$ cat src/rtl/pipeline_pkg.sv
// Shared types and constants for the MIPS pipeline hazard/stall controller.
package pipeline_pkg;

  typedef enum logic [0:0] {
    MEM_IDLE = 1'b0,
    MEM_WAIT = 1'b1
  } mem_state_t;

  typedef struct packed {
    logic stall;
    logic bubble;
  } stage_ctrl_t;

  localparam logic [4:0] REG_ZERO = 5'd0;

endpackage

$ cat src/rtl/pipeline_if.sv
// Hazard inputs, data-memory handshake and per-stage controls between the
// pipeline datapath (slave) and the controller (master).
interface pipeline_if;
  logic [4:0] d_rs;
  logic [4:0] d_rt;
  logic       d_use_rs;
  logic       d_use_rt;
  logic       e_wreg;
  logic       e_m2reg;
  logic [4:0] e_rn;
  logic       e_redirect;
  logic       m_memreq;
  logic       dmem_ack;
  logic       dmem_req;
  logic       pc_stall;
  logic       d_stall;
  logic       e_stall;
  logic       m_stall;
  logic       d_bubble;
  logic       e_bubble;
  logic       m_bubble;
  logic       w_bubble;
  logic       mem_err;

  modport master (
    input  d_rs, d_rt, d_use_rs, d_use_rt, e_wreg, e_m2reg, e_rn,
           e_redirect, m_memreq, dmem_ack,
    output dmem_req, pc_stall, d_stall, e_stall, m_stall,
           d_bubble, e_bubble, m_bubble, w_bubble, mem_err
  );

  modport slave (
    output d_rs, d_rt, d_use_rs, d_use_rt, e_wreg, e_m2reg, e_rn,
           e_redirect, m_memreq, dmem_ack,
    input  dmem_req, pc_stall, d_stall, e_stall, m_stall,
           d_bubble, e_bubble, m_bubble, w_bubble, mem_err
  );
endinterface

$ cat src/rtl/pipeline_memwait.sv
// Data-memory access sequencer: req/ack handshake with a bounded wait and a
// sticky timeout flag. Stall covers the request cycle through the final cycle.
module pipeline_memwait
  import pipeline_pkg::*;
#(
  parameter int MEM_TIMEOUT = 255,
  parameter int TMO_W       = $clog2(MEM_TIMEOUT + 1)
) (
  input  logic clk,
  input  logic resetn,
  input  logic m_memreq,
  input  logic dmem_ack,
  output logic dmem_req,
  output logic memwait_stall,
  output logic mem_err
);

  mem_state_t       state_reg, state_next;
  logic [TMO_W-1:0] wait_cnt_reg, wait_cnt_next;
  logic             mem_err_reg, mem_err_next;
  logic             req_c, stall_c;

  always_ff @(posedge clk) begin
    if (!resetn) begin
      state_reg    <= MEM_IDLE;
      wait_cnt_reg <= '0;
      mem_err_reg  <= 1'b0;
    end else begin
      state_reg    <= state_next;
      wait_cnt_reg <= wait_cnt_next;
      mem_err_reg  <= mem_err_next;
    end
  end

  always_comb begin
    state_next    = state_reg;
    wait_cnt_next = wait_cnt_reg;
    mem_err_next  = mem_err_reg;
    req_c         = 1'b0;
    stall_c       = 1'b0;
    unique case (state_reg)
      MEM_IDLE: begin
        req_c = m_memreq;
        if (m_memreq && !dmem_ack) begin
          stall_c       = 1'b1;
          state_next    = MEM_WAIT;
          wait_cnt_next = TMO_W'(1);
        end
      end
      MEM_WAIT: begin
        stall_c = 1'b1;
        req_c   = 1'b1;
        if (dmem_ack) begin
          state_next    = MEM_IDLE;
          wait_cnt_next = '0;
        end else if (wait_cnt_reg == TMO_W'(MEM_TIMEOUT)) begin
          // Abandon the access: drop the request in its last stalled cycle.
          req_c         = 1'b0;
          mem_err_next  = 1'b1;
          state_next    = MEM_IDLE;
          wait_cnt_next = '0;
        end else begin
          wait_cnt_next = wait_cnt_reg + TMO_W'(1);
        end
      end
      default: state_next = MEM_IDLE;
    endcase
  end

  assign dmem_req      = resetn & req_c;
  assign memwait_stall = resetn & stall_c;
  assign mem_err       = mem_err_reg;

endmodule

$ cat src/rtl/pipeline_ctrl.sv
// Pipeline hazard/stall controller: memwait > redirect > load-use priority.
// Optional perf counters enabled by defining PIPE_CTRL_PERF_EN.
module pipeline_ctrl
  import pipeline_pkg::*;
#(
  parameter int MEM_TIMEOUT = 255,
  parameter int TMO_W       = $clog2(MEM_TIMEOUT + 1)
) (
  input  logic              clk,
  input  logic              resetn,
  pipeline_if.master        pif,
  output logic [31:0]       perf_memwait,
  output logic [31:0]       perf_loaduse,
  output logic [31:0]       perf_flush
);

  logic        memwait_stall;
  logic        load_use;
  logic        pc_stall_c;
  logic        w_bubble_c;
  stage_ctrl_t d_ctrl, e_ctrl, m_ctrl;

  pipeline_memwait #(
    .MEM_TIMEOUT (MEM_TIMEOUT),
    .TMO_W       (TMO_W)
  ) u_memwait (
    .clk           (clk),
    .resetn        (resetn),
    .m_memreq      (pif.m_memreq),
    .dmem_ack      (pif.dmem_ack),
    .dmem_req      (pif.dmem_req),
    .memwait_stall (memwait_stall),
    .mem_err       (pif.mem_err)
  );

  assign load_use = pif.e_wreg && pif.e_m2reg && (pif.e_rn != REG_ZERO) &&
                    ((pif.d_use_rs && (pif.d_rs == pif.e_rn)) ||
                     (pif.d_use_rt && (pif.d_rt == pif.e_rn)));

  always_comb begin
    pc_stall_c = 1'b0;
    w_bubble_c = 1'b0;
    d_ctrl     = '0;
    e_ctrl     = '0;
    m_ctrl     = '0;
    if (!resetn) begin
      d_ctrl.bubble = 1'b1;
      e_ctrl.bubble = 1'b1;
      m_ctrl.bubble = 1'b1;
      w_bubble_c    = 1'b1;
    end else if (memwait_stall) begin
      // E is frozen here, so a pending redirect is simply re-presented later.
      pc_stall_c   = 1'b1;
      d_ctrl.stall = 1'b1;
      e_ctrl.stall = 1'b1;
      m_ctrl.stall = 1'b1;
      w_bubble_c   = 1'b1;
    end else if (pif.e_redirect) begin
      d_ctrl.bubble = 1'b1;
      e_ctrl.bubble = 1'b1;
    end else if (load_use) begin
      pc_stall_c    = 1'b1;
      d_ctrl.stall  = 1'b1;
      e_ctrl.bubble = 1'b1;
    end
  end

  assign pif.pc_stall = pc_stall_c;
  assign pif.d_stall  = d_ctrl.stall;
  assign pif.e_stall  = e_ctrl.stall;
  assign pif.m_stall  = m_ctrl.stall;
  assign pif.d_bubble = d_ctrl.bubble;
  assign pif.e_bubble = e_ctrl.bubble;
  assign pif.m_bubble = m_ctrl.bubble;
  assign pif.w_bubble = w_bubble_c;

`ifdef PIPE_CTRL_PERF_EN
  logic [2:0] perf_inc;

  assign perf_inc[0] = memwait_stall;
  assign perf_inc[1] = resetn && !memwait_stall && !pif.e_redirect && load_use;
  assign perf_inc[2] = resetn && !memwait_stall && pif.e_redirect;

  for (genvar gi = 0; gi < 3; gi++) begin : g_perf
    logic [31:0] cnt_reg;
    always_ff @(posedge clk) begin
      if (!resetn) begin
        cnt_reg <= '0;
      end else if (perf_inc[gi]) begin
        cnt_reg <= cnt_reg + 32'd1;
      end
    end
  end

  assign perf_memwait = g_perf[0].cnt_reg;
  assign perf_loaduse = g_perf[1].cnt_reg;
  assign perf_flush   = g_perf[2].cnt_reg;
`else
  assign perf_memwait = '0;
  assign perf_loaduse = '0;
  assign perf_flush   = '0;
`endif

endmodule

$ cat src/flat_wrapper.sv
// flat-port wrapper written by rule: the top's interface ports become plain ports
module pipeline_ctrl_flat import pipeline_pkg::*;
#(
  parameter int MEM_TIMEOUT = 255,
  parameter int TMO_W       = $clog2(MEM_TIMEOUT + 1)
)
  (clk, resetn, perf_memwait, perf_loaduse, perf_flush, pif_d_rs, pif_d_rt, pif_d_use_rs, pif_d_use_rt, pif_e_wreg, pif_e_m2reg, pif_e_rn, pif_e_redirect, pif_m_memreq, pif_dmem_ack, pif_dmem_req, pif_pc_stall, pif_d_stall, pif_e_stall, pif_m_stall, pif_d_bubble, pif_e_bubble, pif_m_bubble, pif_w_bubble, pif_mem_err);
  pipeline_if pif_i ();
  input  logic clk;
  input  logic resetn;
  output logic [31:0] perf_memwait;
  output logic [31:0] perf_loaduse;
  output logic [31:0] perf_flush;
  input wire logic [$bits(pif_i.d_rs)-1:0] pif_d_rs;
  input wire logic [$bits(pif_i.d_rt)-1:0] pif_d_rt;
  input wire logic [$bits(pif_i.d_use_rs)-1:0] pif_d_use_rs;
  input wire logic [$bits(pif_i.d_use_rt)-1:0] pif_d_use_rt;
  input wire logic [$bits(pif_i.e_wreg)-1:0] pif_e_wreg;
  input wire logic [$bits(pif_i.e_m2reg)-1:0] pif_e_m2reg;
  input wire logic [$bits(pif_i.e_rn)-1:0] pif_e_rn;
  input wire logic [$bits(pif_i.e_redirect)-1:0] pif_e_redirect;
  input wire logic [$bits(pif_i.m_memreq)-1:0] pif_m_memreq;
  input wire logic [$bits(pif_i.dmem_ack)-1:0] pif_dmem_ack;
  output wire logic [$bits(pif_i.dmem_req)-1:0] pif_dmem_req;
  output wire logic [$bits(pif_i.pc_stall)-1:0] pif_pc_stall;
  output wire logic [$bits(pif_i.d_stall)-1:0] pif_d_stall;
  output wire logic [$bits(pif_i.e_stall)-1:0] pif_e_stall;
  output wire logic [$bits(pif_i.m_stall)-1:0] pif_m_stall;
  output wire logic [$bits(pif_i.d_bubble)-1:0] pif_d_bubble;
  output wire logic [$bits(pif_i.e_bubble)-1:0] pif_e_bubble;
  output wire logic [$bits(pif_i.m_bubble)-1:0] pif_m_bubble;
  output wire logic [$bits(pif_i.w_bubble)-1:0] pif_w_bubble;
  output wire logic [$bits(pif_i.mem_err)-1:0] pif_mem_err;
  assign pif_i.d_rs = pif_d_rs;
  assign pif_i.d_rt = pif_d_rt;
  assign pif_i.d_use_rs = pif_d_use_rs;
  assign pif_i.d_use_rt = pif_d_use_rt;
  assign pif_i.e_wreg = pif_e_wreg;
  assign pif_i.e_m2reg = pif_e_m2reg;
  assign pif_i.e_rn = pif_e_rn;
  assign pif_i.e_redirect = pif_e_redirect;
  assign pif_i.m_memreq = pif_m_memreq;
  assign pif_i.dmem_ack = pif_dmem_ack;
  assign pif_dmem_req = pif_i.dmem_req;
  assign pif_pc_stall = pif_i.pc_stall;
  assign pif_d_stall = pif_i.d_stall;
  assign pif_e_stall = pif_i.e_stall;
  assign pif_m_stall = pif_i.m_stall;
  assign pif_d_bubble = pif_i.d_bubble;
  assign pif_e_bubble = pif_i.e_bubble;
  assign pif_m_bubble = pif_i.m_bubble;
  assign pif_w_bubble = pif_i.w_bubble;
  assign pif_mem_err = pif_i.mem_err;
  pipeline_ctrl #(.MEM_TIMEOUT(MEM_TIMEOUT), .TMO_W(TMO_W)) u_core (.clk(clk), .resetn(resetn), .pif(pif_i), .perf_memwait(perf_memwait), .perf_loaduse(perf_loaduse), .perf_flush(perf_flush));
endmodule
$ cat config.mk
export PLATFORM = sky130hd
export DESIGN_NAME = pipeline_ctrl_flat
export DESIGN_NICKNAME = d
export VERILOG_FILES = /design/src/rtl/pipeline_pkg.sv /design/src/rtl/pipeline_if.sv /design/src/rtl/pipeline_memwait.sv /design/src/rtl/pipeline_ctrl.sv /design/src/flat_wrapper.sv
export SDC_FILE = /design/constraint.sdc
export NUM_CORES = 1
export LEC_CHECK = 0
export BUFFER_PORTS_ARGS = -buffer_cell sky130_fd_sc_hd__buf_2
export CORE_UTILIZATION = 30
export DETAILED_ROUTE_END_ITERATION = 6
export PLACE_DENSITY = 0.69
export SLEW_MARGIN = 20
export SYNTH_ARGS = -nofsm -noshare
export SYNTH_HDL_FRONTEND = slang
export SYNTH_HIERARCHICAL = 1
export SYNTH_SLANG_ARGS = --single-unit
$ cat constraint.sdc
create_clock -name clk -period 2.8 [get_ports clk]
set_input_delay 0.56 -clock clk [delete_from_list [all_inputs] [get_ports clk]]
set_output_delay 0.56 -clock clk [all_outputs]
set_load 0.03 [all_outputs]
==> results.md, run 1 <==
Timing:
- On the final layout, the worst hold slack is 507 ps.
- The number of setup violations in the final report is 0.
- Setup repair after global routing left no endpoint under its margin.
- The setup total negative slack is 0 ps.
- The worst path uses 84.1% of the clock period.
- The highest clock frequency the design can meet is 424 MHz.
- For the finished layout, the period the worst path requires is 2360 ps.
- The count of pins over their slew limit is 0.
- The count of final hold-check violations is 0.
- The maximum clock skew at final layout is 0.683 ps.

Power and ir drop:
- VDD sags by at most 0.112 mV.
- The total power per unit cell area is 418 mW/mm².
- The internal portion of the total power is 0.272 mW.
- The final total power is 0.547 mW.
- The combinational share of power is 46.0%.
- In this run, the clock network consumes 27.0% of the power.
- The relative contribution of sequential cells to total power is 27.0%.
- In this run the power spent charging and discharging nets is 0.275 mW.
- Net switching is 50.3% of the power.
- The leakage power total is 0.716 nW.

Floorplan:
- Pin placement for this block handled 130 I/O pins.
- The die span in y is 70.9 µm.
- After floorplanning, the core was divided into 24 placement rows.
- The floorplan step defined a core boundary enclosing 0.00444 mm².
- The floorplan step set the die width to 70.9 µm.
- The floorplan step defined a die boundary enclosing 0.00502 mm².
- The initial core utilization is 32.0%.

Cells and area:
- The share of post-route cells with drive strength above 1 is 20.4%.
- The number of flip-flops in the largest register is 8.
- The top cell types in the final layout, fill and taps aside, are sky130_fd_sc_hd__conb_1 (96), sky130_fd_sc_hd__buf_2 (33), sky130_fd_sc_hd__xor2_1 (12).
- The library cell used most frequently in the layout, excluding fill and tap cells, is sky130_fd_sc_hd__conb_1.
- The count of fill cells added during filler insertion is 484.
- The finished layout holds 263 standard cells, fillers aside.
- 0 antenna diodes ended up in the layout.
- The net count of the finished layout is 238.
- The signed area change from the synthesized netlist to the final layout is -7.92%.

Setup path:
- The stage delay of the slowest cell on the critical path is 290 ps.
- On the critical path, the stage with the largest delay is an instance of sky130_fd_sc_hd__nor2_1.
- Data on the critical path arrives at its endpoint at 1800 ps.
- The critical path is of the in2out type.
- The worst setup path startpoint is pif_m_memreq.
- The worst flop-to-flop path startpoint is u_core/u_memwait/wait_cnt_reg[0]$_SDFFE_PN0N_.
- Among the stages of the critical path, the cell type that occurs most often is sky130_fd_sc_hd__buf_2.
- Traced cell by cell, the critical path runs through buf_2 > nor2b_2 > nor2_1 > nor2b_1 > nand2_1 > inv_1 > o22ai_1 > buf_2.
- Along the worst path, the maximum fanout reaches 5.
- Measured in cells, the most critical reg-to-reg path has a length of 5.
- The element type at the critical path start is a primary input.
- The critical path required time is 2240 ps.
- In this run the register-to-register setup slack is 1210 ps.
- The worst setup path is captured at an output port.

Flow run:
- Max-cap violations in this run came to 0.

Synthesis:
- Averaged over all synthesized cells, the footprint is 7.95 µm².
- The count of mapped cells out of synthesis is 179.
- The post-synthesis cell type with the largest combined area is sky130_fd_sc_hd__buf_4.
- The number of distinct library cells after synthesis is 39.
- The post-synthesis sequential area ratio is 14.1%.
- The yosys synthesis warning count is 6.
- The synthesized design contains 10 register bits.
- The top cell type by area accounts for 51.7% of the synthesized area.
- The netlist area before placement is 0.00142 mm².
- By area the synthesized netlist is led by sky130_fd_sc_hd__buf_4 (52%), sky130_fd_sc_hd__dfxtp_1 (14%), sky130_fd_sc_hd__xor2_1 (7.4%).

Route:
- The via count is 948.
- Once detail routing completed, the nets flagged for antenna violations numbered 0.
- The detailed-route wire length per cell is 8.60 µm.
- In the routed design, unresolved DRC markers number 26.
- For this run, the detailed router's first-pass iteration total came to 6.
- After the first detailed-routing iteration, the DRC count stood at 32.
- The final layout contains routed wiring with a total length of 2260 µm.
- The number of vias per cell is 3.60.

Global routing:
- Entering global routing, the biggest net connects 13 pins.
- Across every metal layer, demand over resource in global routing totals 8.07%.
- The number of global-route vias before repair was 715.
- The residual overflow from global routing is 0.
- The number of antenna violations at the first check in global routing is 0.
- The first global-routing pass estimated 3110 µm of wire.

Clock tree:
- The H-tree depth is 1.
- The TritonCTS buffer count is 3.
- After clock tree synthesis, the clock-pin slew on the worst setup and hold paths is 40 ps.
- The clock sink count is 10.
- Post-CTS repair changed the size of 0 cells.
- The maximum buffer depth of the clock tree is 2.
- Clock tree synthesis selected as its root buffer the cell sky130_fd_sc_hd__clkbuf_8.
- The latest clock arrival within the worst-skew pair is 230 ps.
- TritonCTS built the clock tree.
- The number of post-CTS setup repair buffers is 0.
- In this run, post-CTS hold repair placed 0 buffers.

Placement:
- Including well taps, the total number of placed cells is 260.
- The count of buffers from port buffering is 33.
- The final weighted congestion in routability-driven placement is 0.746.
- Detailed placement finished with a half-perimeter wire length of 1930 µm.

Status:
- The run finished, with violations left.
- The checks that failed: design-rule violations.

Hold path:
- The class of the worst hold path is reg2reg.
- The depth of the worst hold-timing path is 2.
- In this run the most critical hold path is launched from u_core/u_memwait/mem_err$_SDFFE_PN0P_.
-- stage by stage --
step	cell area, µm²	setup slack (ps)	util, %
detailed placement	1270	446	28.5
floorplan	1780	357	-
CTS	1310	443	29.5
global route	1310	311	29.5
global placement	1270	484	28.5
finish	1310	444	29.5
-- synth_stat cells, drive strengths merged --
| cell type | instances |
|---|---|
| buf | 99 |
| xor2 | 12 |
| dfxtp | 10 |
| nor2 | 8 |
| o21ai | 6 |
| nand2 | 5 |
| nor2b | 5 |
| a21oi | 3 |
| a21boi | 2 |
| a22oi | 2 |
| and2 | 2 |
| and4 | 2 |
| inv | 2 |
| nand4 | 2 |
| nor4 | 2 |
| o2111ai | 2 |
| xnor2 | 2 |
| a211oi | 1 |
| a2bb2oi | 1 |
| a32oi | 1 |
| and2b | 1 |
| and3 | 1 |
| conb | 1 |
| ha | 1 |
| nand2b | 1 |
| nand4b | 1 |
| nor3 | 1 |
| o21bai | 1 |
| o22ai | 1 |
| or3 | 1 |
-- metal layers --
| metal | part of all wire (%) | global-route usage, % | up-vias |
|---|---|---|---|
| li1 | - | - | 454 |
| met1 | 33 | 7.50 | 417 |
| met2 | 54 | 15.7 | 72 |
| met3 | 11 | 2.99 | 5 |
| met4 | 1.3 | 3.33 | 0 |
| met5 | 0 | 0 | - |
-- final cells by class --
cell class              count  area [µm²]  share of cell area (%)
multi-input cells         163         831                    63.4
clock buffers               3        41.3                    3.15
inverters                   2        7.51                   0.573
well taps                  52        65.1                    4.97
flip-flops and latches     10         200                    15.3
repair buffers             33         165                    12.6
-- kinds of logic (layout without fill, tap and decap cells) --
logic type      count (synthesis)  after routing  synth area share [%]
compound gates                 20             20                  10.4
xor+xnor                       14             14                  8.62
fa+ha+maj                       1              1                 0.879
buf+inv                       101             38                  52.6
flops                          10             10                  14.1
other cells                     1             96                 0.264
simple gates                   32             32                  13.2
-- worst max-delay path: cells and delay by family --
family / cells / cell delay [ps]
and+or+nand+nor: 4 / 670
buffers and inverters: 3 / 410
AOI/OAI and AO/OA: 1 / 160
-- final timing paths --
check,endpoint
setup / recovery,pif_e_bubble
hold / removal,u_core/u_memwait/mem_err$_SDFFE_PN0P_
setup reg to reg,u_core/u_memwait/wait_cnt_reg[4]$_SDFFE_PN0N_
hold reg to reg,u_core/u_memwait/mem_err$_SDFFE_PN0P_
-- power by group through the flow --
stage                     clock [mW]  combinational (mW)  sequential, mW
after global routing           0.157               0.266           0.148
after detailed placement           0               0.250           0.150
after global placement             0               0.248           0.150
after CTS                      0.152               0.250           0.148
final                          0.148               0.252           0.148
after floorplan                    0               0.320           0.148
Note: power is estimated with default switching activity, not from simulation.
==> run 2: changes to the inputs <==
==> constraint.sdc (replaced) <==
create_clock -name clk -period 2.2 [get_ports clk]
set_input_delay 0.44 -clock clk [delete_from_list [all_inputs] [get_ports clk]]
set_output_delay 0.44 -clock clk [all_outputs]
set_load 0.03 [all_outputs]
==> run 2 against run 1 <==
The flow now finishes without violations. Critical path depth fell by 3. Routed wire length fell by 6.4%. Highest routed layer unchanged. Sequential share of layout area fell by 0.073 points. Cell area rose by 0.48%. Hold slack got worse by 90 ps. Flip-flop and latch count did not move. Global-route usage fell by 0.23 points. Sequential power rose by 27%. Cell count did not move.
==> results.md, run 2 (same netlist as run 1, synthesis figures left out) <==
Cells and area:
- The number of flip-flops in the largest register was 8 (unchanged).
- The share of post-route cells with drive strength above 1 came to 21.3% (was 20.4%).
- The non-filler instance count after layout is 263 (unchanged).
- The signed area change from the synthesized netlist to the final layout came to -7.48% (was -7.92%).
- The final standard cell area without fillers is 0.00132 mm² (was 0.00131 mm²).
- The final cell utilization of the core is 29.6% (was 29.5%).
- The final net count is 238 (unchanged).
- The most common cell after layout, fill and taps aside is sky130_fd_sc_hd__conb_1 (unchanged).
- The diode insertion count for antenna repair is 0 (unchanged).
- Most used cells in the layout excluding fill and tap cells: sky130_fd_sc_hd__conb_1 (96), sky130_fd_sc_hd__buf_2 (33), sky130_fd_sc_hd__xor2_1 (12) (unchanged).

Setup path:
- The worst path arrival time was 1650 ps (was 1800 ps).
- The category of the most critical setup path is reg2out (was in2out).
- The critical path required time is 1760 ps (was 2240 ps).
- The worst-case reg-to-reg path depth is 5 (unchanged).
- The worst flop-to-flop path startpoint is u_core/u_memwait/wait_cnt_reg[0]$_SDFFE_PN0N_ (unchanged).
- The top fanout value on the critical path is 5 (unchanged).
- The end of the worst register-to-register path is u_core/u_memwait/wait_cnt_reg[4]$_SDFFE_PN0N_ (unchanged).
- The kind of capture point of the worst setup path is an output port (unchanged).
- The setup slack on the worst flop-to-flop path is 620 ps (was 1210 ps).
- The element type at the critical path start is a flip-flop (was primary input).

Route:
- The number of vias per cell is 3.56 (was 3.60).
- The post-route DRC violation count is 0 (was 26).
- The detailed-route wire length per cell is 8.05 µm (was 8.60 µm).
- The number of nets still failing antenna checks after routing is 0 (unchanged).
- The iteration count of the initial detailed-routing pass was 6 (unchanged).
- The number of DRC markers after the initial detailed-route iteration is 43 (was 32).
- The via count came to 935 (was 948).
- The total detailed-routing wirelength is 2120 µm (was 2260 µm).

Status:
- Status: finished, final reports clean (was finished, violations left).

Clock tree:
- The H-tree depth is 1 (unchanged).
- The number of post-CTS setup repair buffers is 0 (unchanged).
- The clock transition at the registers of the reported paths is 50 ps (was 40 ps).
- The TritonCTS buffer count is 3 (unchanged).
- The CTS tree is built (unchanged).
- The latest clock arrival within the worst-skew pair came to 240 ps (was 230 ps).
- The clock tree root buffer cell is sky130_fd_sc_hd__clkbuf_8 (unchanged).
- The maximum buffer depth of the clock tree is 2 (unchanged).
- The clock sink count came to 10 (unchanged).

Global routing:
- The number of global-route vias before repair is 656 (was 715).
- The residual overflow from global routing came to 0 (unchanged).
- The pin count of the biggest net entering global routing is 13 (unchanged).
- The wire length of the first global-routing pass came to 2990 µm (was 3110 µm).
- The number of antenna violations at the first check in global routing came to 0 (unchanged).
- The total routing resource utilization after global routing is 7.83% (was 8.07%).

Flow run:
- The max-cap violation count is 0 (unchanged).

Timing:
- The maximum clock skew at final layout is 2.56 ps (was 0.683 ps).
- The count of pins over their slew limit is 0 (unchanged).
- The post-route worst setup slack is 107 ps (was 444 ps).
- The highest clock frequency the design can meet is 478 MHz.
- The number of setup violations in the final report is 0 (unchanged).
- The count of final hold-check violations came to 0 (unchanged).
- Of the available clock period, the critical path in the final layout requires 95.1%.
- The final worst hold slack is 417 ps (was 507 ps).
- The setup total negative slack is 0 ps (unchanged).
- After layout, the minimum clock period comes to 2090 ps.
- RSZ-0062 raised after global routing: false (unchanged).

Placement:
- The count of buffers from port buffering is 33 (unchanged).
- The worst-case setup slack after placement was 86.2 ps (was 446 ps).
- The final weighted congestion in routability-driven placement is 0.772 (was 0.746).
- The instance count after placement with tap cells included is 260 (unchanged).
- The instance area after placement is 0.00127 mm² (about the same).
- The HPWL after detailed placement is 1840 µm (was 1930 µm).

Hold path:
- The depth of the worst hold-timing path is 2 (unchanged).
- The hold-critical path endpoint was u_core/u_memwait/state_reg$_SDFF_PN0_ (was u_core/u_memwait/mem_err$_SDFFE_PN0P_).
- The class of the worst hold path is in2reg (was reg2reg).
- The startpoint of the worst hold path is pif_dmem_ack (was u_core/u_memwait/mem_err$_SDFFE_PN0P_).

Floorplan:
- The initial core utilization is 32.0% (unchanged).
- The die span in y is 70.9 µm (unchanged).
- The die area is 0.00502 mm² (unchanged).
- The area inside the core boundary was 0.00444 mm² (unchanged).
- The number of standard-cell rows in the floorplan came to 24 (unchanged).
- The I/O pin total is 130 (unchanged).
- The die boundary width is 70.9 µm (unchanged).

Power and ir drop:
- The total power per unit cell area came to 532 mW/mm² (was 418 mW/mm²).
- The largest vdd supply drop was 0.167 mV (was 0.112 mV).
- The final total power is 0.700 mW (was 0.547 mW).
- The leakage power total is 0.719 nW (was 0.716 nW).
## run 2: cell counts in the layout (fill, tap and decap cells not counted)
Identical to the previous run, type by type.
## run 2: layout make-up
| type | instances | area [µm²] |
|---|---|---|
| Fill cell | 492 | 3130 |
| Timing Repair Buffer | 33 | 165 |
| Inverter | 2 | 7.51 |
| Clock buffer | 3 | 41.3 |
| Multi-Input combinational cell | 163 | 837 |
| Sequential cell | 10 | 200 |
| Tap cell | 52 | 65.1 |
## run 2: per-layer routing
layer  wire [µm]  part of all wire (%)  GRT usage [%]
met1         775                    37           7.77
met2        1090                    51           14.1
met3         218                    10           2.42
met4          38                   1.8           5.11
met5           0                     0              0
## run 2: timing repair
item	4_1_cts	5_1_grt
hold buffers	0	0
setup endpoints to repair	0	1
gates resized for setup	0	1
## run 2: critical path, stage by stage (launching register included)
cell and delay [ps]:
sky130_fd_sc_hd__dfxtp_1 330, sky130_fd_sc_hd__ha_1 240, sky130_fd_sc_hd__and4_2 260, sky130_fd_sc_hd__and4_4 220
sky130_fd_sc_hd__a21oi_1 140, sky130_fd_sc_hd__buf_2 220
## run 2: power by group
part | total (mW) | internal [mW] | leakage, nW | switching [mW]
clock network | 0.193 | 0.120 | 0.0216 | 0.0726
logic | 0.320 | 0.0430 | 0.616 | 0.277
registers | 0.188 | 0.184 | 0.0809 | 0.00376
## run 2: worst max-delay path by stage
stage | from | end | cells past startpoint
global placement | pif_m_memreq | pif_e_bubble | 8
finish | u_core/u_memwait/wait_cnt_reg[0]$_SDFFE_PN0N_ | pif_dmem_req | 5
detailed placement | pif_m_memreq | pif_e_bubble | 8
CTS | pif_m_memreq | pif_e_bubble | 8
global route | u_core/u_memwait/wait_cnt_reg[0]$_SDFFE_PN0N_ | pif_dmem_req | 5
floorplan | pif_m_memreq | pif_e_bubble | 6
